==> src/rtl/flag_win_pkg.sv <==
// rtl/flag_win_pkg.sv - shared types and defaults for the flag window counter
package flag_win_pkg;

  typedef enum logic {
    FW_IDLE  = 1'b0,
    FW_COUNT = 1'b1
  } fw_state_t;

  localparam int FW_WIN_LEN_DEF = 16;
  localparam int FW_CNT_W_DEF   = 8;

endpackage

==> src/rtl/sat_counter.sv <==
// rtl/sat_counter.sv - saturating event counter with sticky saturation flag
// q/sat already include this cycle's increment, so a clearing edge still reports its last event.
module sat_counter #(
  parameter int W = 8
) (
  input  logic         clk,
  input  logic         rst,
  input  logic         clr,
  input  logic         inc,
  output logic [W-1:0] q,
  output logic         sat
);

  logic [W-1:0] cnt_q;
  logic         sat_q;

  always_comb begin
    q   = cnt_q;
    sat = sat_q;
    if (inc) begin
      if (&cnt_q) begin
        sat = 1'b1;
      end else begin
        q = cnt_q + W'(1);
      end
    end
  end

  always_ff @(posedge clk or negedge rst) begin
    if (!rst) begin
      cnt_q <= '0;
      sat_q <= 1'b0;
    end else if (clr) begin
      cnt_q <= '0;
      sat_q <= 1'b0;
    end else begin
      cnt_q <= q;
      sat_q <= sat;
    end
  end

endmodule

==> src/rtl/flag_window_counter.sv <==
// rtl/flag_window_counter.sv - counts flag strobes per WIN_LEN-cycle window
// Results are offered on a valid/ready port; a window ending while one is pending is dropped.
module flag_window_counter
  import flag_win_pkg::*;
#(
  parameter int WIN_LEN = FW_WIN_LEN_DEF,
  parameter int CNT_W   = FW_CNT_W_DEF
) (
  input  logic             clk,
  input  logic             rst,
  input  logic             flag,
  input  logic             enable,
  output logic [CNT_W-1:0] out_count,
  output logic             out_sat,
  output logic             out_valid,
  input  logic             out_ready,
  output logic             lost,
  output logic             busy
);

  localparam int              WC_W    = $clog2(WIN_LEN);
  localparam logic [WC_W-1:0] WC_LAST = WC_W'(WIN_LEN - 1);

  fw_state_t        state_q, state_d;
  logic [WC_W-1:0]  win_cnt_q, win_cnt_d;
  logic [CNT_W-1:0] out_count_q, out_count_d;
  logic             out_sat_q, out_sat_d;
  logic             out_valid_q, out_valid_d;
  logic             lost_q, lost_d;

  logic             counting, win_end, handshake;
  logic [CNT_W-1:0] ev_cnt;
  logic             ev_sat;

  assign counting  = (state_q == FW_COUNT) && enable;
  assign win_end   = counting && (win_cnt_q == WC_LAST);
  assign handshake = out_valid_q && out_ready;

  // Clearing outside COUNT means re-entry always starts a fresh window.
  sat_counter #(.W(CNT_W)) u_ev_cnt (
    .clk (clk),
    .rst (rst),
    .clr (!counting || win_end),
    .inc (counting && flag),
    .q   (ev_cnt),
    .sat (ev_sat)
  );

  always_comb begin
    state_d     = enable ? FW_COUNT : FW_IDLE;
    win_cnt_d   = (!counting || win_end) ? '0 : win_cnt_q + WC_W'(1);
    out_count_d = out_count_q;
    out_sat_d   = out_sat_q;
    out_valid_d = out_valid_q;
    lost_d      = 1'b0;
    if (win_end) begin
      if (!out_valid_q || handshake) begin
        out_count_d = ev_cnt;
        out_sat_d   = ev_sat;
        out_valid_d = 1'b1;
      end else begin
        lost_d = 1'b1;
      end
    end else if (handshake) begin
      out_valid_d = 1'b0;
    end
  end

  always_ff @(posedge clk or negedge rst) begin
    if (!rst) begin
      state_q     <= FW_IDLE;
      win_cnt_q   <= '0;
      out_count_q <= '0;
      out_sat_q   <= 1'b0;
      out_valid_q <= 1'b0;
      lost_q      <= 1'b0;
    end else begin
      state_q     <= state_d;
      win_cnt_q   <= win_cnt_d;
      out_count_q <= out_count_d;
      out_sat_q   <= out_sat_d;
      out_valid_q <= out_valid_d;
      lost_q      <= lost_d;
    end
  end

  assign out_count = out_count_q;
  assign out_sat   = out_sat_q;
  assign out_valid = out_valid_q;
  assign lost      = lost_q;
  assign busy      = (state_q == FW_COUNT);

endmodule

==> config.mk <==
export PLATFORM = sky130hd
export DESIGN_NAME = flag_window_counter
export DESIGN_NICKNAME = d
export VERILOG_FILES = /design/src/rtl/flag_win_pkg.sv /design/src/rtl/sat_counter.sv /design/src/rtl/flag_window_counter.sv
export SDC_FILE = /design/constraint.sdc
export NUM_CORES = 1
export LEC_CHECK = 0
export ABC_AREA = 1
export CAP_MARGIN = 0
export CORE_MARGIN = 8
export CORE_UTILIZATION = 40
export CTS_CLUSTER_SIZE = 25
export DETAILED_ROUTE_END_ITERATION = 10
export DONT_BUFFER_PORTS = 1
export SLEW_MARGIN = 20
export SYNTH_ARGS = -nofsm -noshare
export SYNTH_HDL_FRONTEND = slang
export SYNTH_SLANG_ARGS = --single-unit
export TNS_END_PERCENT = 30
==> constraint.sdc <==
create_clock -name clk -period 1.7 [get_ports clk]
set_input_delay 0.34 -clock clk [delete_from_list [all_inputs] [get_ports clk]]
set_output_delay 0.34 -clock clk [all_outputs]
set_load 0.05 [all_outputs]
==> reports/qor.yml, run 1 <==
status:
  status: "completed"
timing:
  fmax_ghz: 0.682
  slew_violations: 0
  hold_viol: 0
  fin_worst_skew_ps: 5.39
  finalSetupTns_ps: 0
  slew_headroom_pct: 66.4
  tightest_slew_ps: 504
  setup_slack_ps: 234
  finalSetupViolCount: 0
  period_needed_ps: 1470
  finalCritPeriodShare_pct: 86.2
  rsz0062_at_grt: "no"
floorplan:
  die_height_um: 72.1
  dieArea_mm2: 0.00519
  fp.coreArea_mm2: 0.00303
  floorplan.initialDensity_pct: 41.5
  num_io_pins: 17
  die_x_um: 72.1
  rows: 20
clock_network:
  cts_setup_buffers: 0
  clock_sinks: 25
  clockRootBuffer: "clkbuf_4"
  clockBufferDepth: 2
  h-tree-depth: 1
  cts_tree: "built"
  clk_latency_ps: 330
  cts_buffers: 3
  clkTransAtPathRegs_ps: 140
finish:
  final_common_cell: "nand2_1"
  finalNetCount: 167
  n_antenna_cell: 0
  seq_area_um2: 626
  drive_gt1_share_pct: 15.1
  utilization_pct: 45.6
  area_growth_pct: 9.85
  multi_input_area_um2: 538
  final_cell_mix: "nand2_1 (53), dfrtp_1 (25), inv_1 (17), nand3_1 (15), nor2_1 (15)"
  fillerInstances: 296
critical_path:
  crit_path_end_kind: "register"
  arrival_ps: 1700
  start_kind: "register"
  cp.required_ps: 1930
  critPathMaxFanout: 10
  path_class: "register to register"
synth:
  post-synth-top-area-cell: "dfrtp_1"
  yosysSeqAreaShare_pct: 49.8
  yosys_warnings: 0
  synth.top_cells.by_area: "dfrtp_1 (50%), nand2_1 (16%), nand3_1 (6.0%), inv_1 (5.1%), nor2_1 (4.5%)"
  post_synth.cell_area_avg_um2: 8.27
  synth.distinct_cells: 21
  ys_ff_latch: 25
  synth_nets: 159
  synthCells: 152
  yosysTopAreaCellShare_pct: 49.8
  syn-cell-area_mm2: 0.00126
detailed_routing:
  first_pass_iters: 4
  ant_nets: 0
  wirelength_mm: 2.46
  wl_per_cell_um: 12.1
  drt_iter0_markers: 35
  drcViolationCount: 0
  vias: 937
  avgViaCountPerCell: 4.62
place:
  io_buffer_count: 0
  place_hpwl_mm: 1.87
  pre_cts_ws_ps: 265
  place.gp.congestion: 0.784
min_path:
  hold_path.class: "input port to register"
global_route:
  grt-ovfl-total: 0
  grt_pass1_vias: 980
  grt_antenna_before_repair: 0
  grt_pass1_wl_mm: 4.40
  grt_use_met1_pct: 12.4
  grt_busiest_layer: "met2"
  grtUsageTotal_pct: 10.6
  grt_max_degree: 26
  grtUsageMet2_pct: 17.5
  use_met3_pct: 2.89
power:
  peakVddDrop_v: 0.000433
  p_per_area_mw_per_mm2: 671
  power_leakage_nw: 0.734
flow_run:
  drv_cap: 0
-- power breakdown --
| part | leakage [nW] | total, mW | internal [mW] | switching, mW |
|---|---|---|---|---|
| Sequential | 0.346 | 0.603 | 0.599 | 0.00407 |
| Clock | 0.0139 | 0.272 | 0.0902 | 0.182 |
| Combinational | 0.374 | 0.0520 | 0.0161 | 0.0359 |
| Total | 0.734 | 0.927 | 0.705 | 0.222 |
-- cell usage after synthesis --
| library cell | instances |
|---|---|
| nand2_2 | 3 |
| nor2_2 | 1 |
| xor2_1 | 1 |
| inv_1 | 17 |
| dfrtp_1 | 25 |
| inv_4 | 1 |
| ha_1 | 2 |
| buf_6 | 1 |
| o21bai_1 | 1 |
| nand2_4 | 1 |
| nand2_1 | 53 |
| nor2_4 | 2 |
| a21oi_1 | 3 |
| nor3_1 | 1 |
| nand3_2 | 5 |
| nand3_4 | 1 |
| nand3_1 | 15 |
| nor2_1 | 15 |
| nor2_8 | 1 |
| inv_2 | 2 |
| buf_2 | 1 |
-- cell type report --
class | count | area share, %
clock buffer | 3 | 1.63
tap | 44 | 3.99
multi-input combinational | 105 | 38.9
timing repair buffer | 5 | 3.99
inverter | 20 | 5.62
clock inverter | 1 | 0.543
sequential | 25 | 45.3
-- repair_timing --
action	4_1_cts	5_1_grt
resized for setup	0	0
hold buffers	2	1
endpoints found under the hold margin	25	1
-- routing by layer --
metal | wire [um] | share of wire [%] | vias to the layer above
met5 | 0 | 0 | -
met4 | 48 | 2.0 | 0
met3 | 120 | 4.9 | 5
met2 | 1170 | 48 | 11
met1 | 1110 | 45 | 439
li1 | - | - | 482
-- worst max-delay path, cell delays in order, from the launching register on --
cell	delay [ps]
dfrtp_1	410
ha_1	180
nand2_1	70
inv_2	70
nand3_2	110
nor2_4	260
inv_4	110
nand2_1	80
nand2_1	70
-- path summary, 6_finish.rpt --
kind                         startpoint           endpoint  slack [ps]  cells after the start
min in group asynchronous           rst  u_ev_cnt.cnt_q[1]         420                      2
max in group asynchronous           rst          out_valid        1140                      2
hold reg to reg            win_cnt_q[0]       win_cnt_q[0]         500                      1
hold / removal                   enable       win_cnt_q[2]         180                      2
setup / recovery           win_cnt_q[0]       out_count[7]         230                      8
setup reg to reg           win_cnt_q[0]       out_count[7]         230                      8
-- cells by family (layout without fill, tap and decap cells) --
kind of cell             Yosys count  count (layout)  synth area share (%)
XOR/XNOR                           1               1                 0.697
adder cells (fa/ha/maj)            2               2                  1.99
AO/OA/AOI/OAI                      4               4                  1.79
AND/OR/NAND/NOR                   98              98                  38.3
flip-flops                        25              25                  49.8
buffers and inverters             22              29                  7.46
-- state kept, by name, summed over array words and instances, names as in the netlist --
register        count
out_count           8
u_ev_cnt.cnt_q      8
win_cnt_q           4
busy                1
lost                1
out_sat             1
out_valid           1
u_ev_cnt.sat_q      1
-- stage by stage --
step	total power, mW	instances	cell area (um^2)	hold slack, ps
2_1_floorplan	0.641	152	1260	44.4
3_3_place_gp	0.646	196	1310	45.3
3_5_place_dp	0.647	196	1310	45.6
4_1_cts	0.939	202	1370	6.86
5_1_grt	0.965	203	1380	189
6_report	0.927	203	1380	183
Power figures use the tool's default switching activity.
==> run 2, diff against run 1 <==
CTS_CLUSTER_SIZE = 30   (was 25)
==> results of run 2 <==
The final DEF is identical to that of run 1; final timing and power are the same.
==> run 3, diff against run 2 <==
CORE_MARGIN = 4   (was 8)
==> reports/qor.yml, run 3 (synthesis gave the netlist of run 1 again) <==
critical_path:
  crit_top_cell: "nand2_1"  # unchanged
  start_kind: "register"  # unchanged
  cp.required_ps: 1920  # was 1930 ps
  path_cells: "ha_1 > nand2_1 > inv_2 > nand3_2 > nor2_4 > inv_4 > nand2_1 > nand2_1"  # unchanged
  cpPeakStageDelay_ps: 390  # was 410 ps
  cp_slowest_cell: "dfrtp_1"  # unchanged
  critPathMaxFanout: 10  # unchanged
  r2r_start: "win_cnt_q[0]"  # unchanged
  crit_path_end_kind: "register"  # unchanged
  ff2ff_setup_slack_ps: 270  # was 230 ps
  worstRegToRegCells: 8  # unchanged
  path_class: "register to register"  # unchanged
  regToRegEndpoint: "out_count[7]"  # unchanged
  arrival_ps: 1650  # was 1700 ps
floorplan:
  die_x_um: 64.1  # was 72.1 um
  floorplan.initialDensity_pct: 41.5  # unchanged
  num_io_pins: 17  # unchanged
  rows: 20  # unchanged
  dieArea_mm2: 0.00410  # was 0.00519 mm^2
  fp.coreArea_mm2: 0.00303  # unchanged
  die_height_um: 64.1  # was 72.1 um
timing:
  tightest_slew_ps: 497  # was 504 ps
  slew_violations: 0  # unchanged
  rsz0062_at_grt: "no"  # unchanged
  slew_headroom_pct: 66.9  # was 66.4%
  finalSetupTns_ps: 0  # unchanged
  fin_worst_skew_ps: 9.21  # was 5.39 ps
  period_needed_ps: 1430  # was 1470 ps
  finalSetupViolCount: 0  # unchanged
  hold_viol: 0  # unchanged
  fmax_ghz: 0.702  # was 0.682 GHz
  finalCritPeriodShare_pct: 83.8  # was 86.2%
finish:
  n_antenna_cell: 0  # unchanged
  final_common_cell: "nand2_1"  # unchanged
  final_cell_mix: "nand2_1 (53), dfrtp_1 (25), inv_1 (17), nand3_1 (15), nor2_1 (15)"  # unchanged
  utilization_pct: 45.2  # was 45.6%
  finalNetCount: 166  # was 167
  area_growth_pct: 8.76  # was 9.85%
  drive_gt1_share_pct: 14.6  # was 15.1%
  multi_input_area_um2: 538  # unchanged
  seq_area_um2: 626  # unchanged
  fillerInstances: 303  # was 296
place:
  io_buffer_count: 0  # unchanged
  place.gp.congestion: 0.908  # was 0.784
  place_hpwl_mm: 1.78  # was 1.87 mm
global_route:
  grt_pass1_vias: 951  # was 980
  grt_antenna_before_repair: 0  # unchanged
  grt_max_degree: 26  # unchanged
  grt_pass1_wl_mm: 4.32  # was 4.40 mm
  grt-ovfl-total: 0  # unchanged
  grtUsageTotal_pct: 13.6  # was 10.6%
min_path:
  min_from: "enable"  # unchanged
  hold_path_depth: 0  # was 2
  hold_path.class: "input port to register"  # unchanged
  whs_endpoint: "busy"  # was win_cnt_q[2]
detailed_routing:
  drcViolationCount: 0  # unchanged
  avgViaCountPerCell: 4.61  # was 4.62
  first_pass_iters: 6  # was 4
  drt_iter0_markers: 58  # was 35
  vias: 932  # was 937
  wirelength_mm: 2.41  # was 2.46 mm
  ant_nets: 0  # unchanged
  wl_per_cell_um: 11.9  # was 12.1 um
flow_run:
  drv_cap: 0  # unchanged
clock_network:
  post_cts_resized: 0  # unchanged
  clkTransAtPathRegs_ps: 140  # about the same
  clock_sinks: 25  # unchanged
  cts_setup_buffers: 0  # unchanged
  h-tree-depth: 1  # unchanged
  clockRootBuffer: "clkbuf_4"  # unchanged
  clk_latency_ps: 330  # about the same
  cts_tree: "built"  # unchanged
  cts_buffers: 3  # unchanged
  clockBufferDepth: 2  # unchanged
power:
  power_leakage_nw: 0.730  # was 0.734 nW
  p_per_area_mw_per_mm2: 676  # was 671 mW/mm^2
  total_power_mw: 0.925  # was 0.927 mW
  peakVddDrop_v: 0.000312  # was 0.000433 V
status:
  status: "completed"  # unchanged
==> run 3: cell count changes in the layout (fill, tap and decap cells not counted), sizes merged <==
cell         previous run  this run
clkbuf                  3         4
dlygate4sd3             2         1
clkinvlp                1         0
==> run 3: power breakdown <==
group | total (mW) | internal [mW] | switching [mW]
Sequential | 0.603 | 0.599 | 0.00380
Clock | 0.271 | 0.0920 | 0.179
Combinational | 0.0509 | 0.0146 | 0.0364
Total | 0.925 | 0.706 | 0.219
==> run 3: stage by stage <==
stage               cell area, um^2  setup WS [ps]  std cells  hold slack (ps)
floorplan                      1260            227        152             44.4
global placement               1310            349        196             45.4
finish                         1370            275        202             21.2
global route                   1370            164        202             3.03
CTS                            1370            269        202             15.1
detailed placement             1310            296        196             45.3
==> run 3: cell type report <==
class	count	area share, %
flip-flops and latches	25	45.7
multi-input cells	105	39.3
inverters	20	5.67
well taps	44	4.03
repair buffers	4	3.29
clock buffers	4	1.92
==> run 3: repair_timing <==
item,in CTS,in global routing
endpoints found under the setup margin,0,0
hold endpoints to repair,25,0
hold buffers,2,0
==> run 3: worst max-delay path, delay by kind of cell, from the launching register on <==
| family | cells | cell delay [ps] |
|---|---|---|
| AND/OR/NAND/NOR | 5 | 590 |
| flip-flops | 1 | 390 |
| adder cells (fa/ha/maj) | 1 | 170 |
| buffers and inverters | 2 | 180 |
==> run 3: how the worst max path moves through the flow <==
stage            startpoint            to  slack, ps
5_1_grt        win_cnt_q[0]  out_count[7]        160
2_1_floorplan          busy  out_count[7]        230
3_5_place_dp   win_cnt_q[0]  out_count[7]        300
4_1_cts        win_cnt_q[0]  out_count[7]        270
6_report       win_cnt_q[0]  out_count[7]        270
3_3_place_gp   win_cnt_q[0]  out_count[7]        350
==> run 3: layer usage <==
layer / routed length [um] / up-vias / part of all wire (%) / GRT usage (%)
met5: 0 / - / 0 / 0
met4: 44 / 0 / 1.8 / 6.74
met3: 80 / 4 / 3.3 / 2.11
met2: 1100 / 17 / 45 / 20.1
met1: 1190 / 433 / 49 / 19.3
li1: - / 478 / - / -
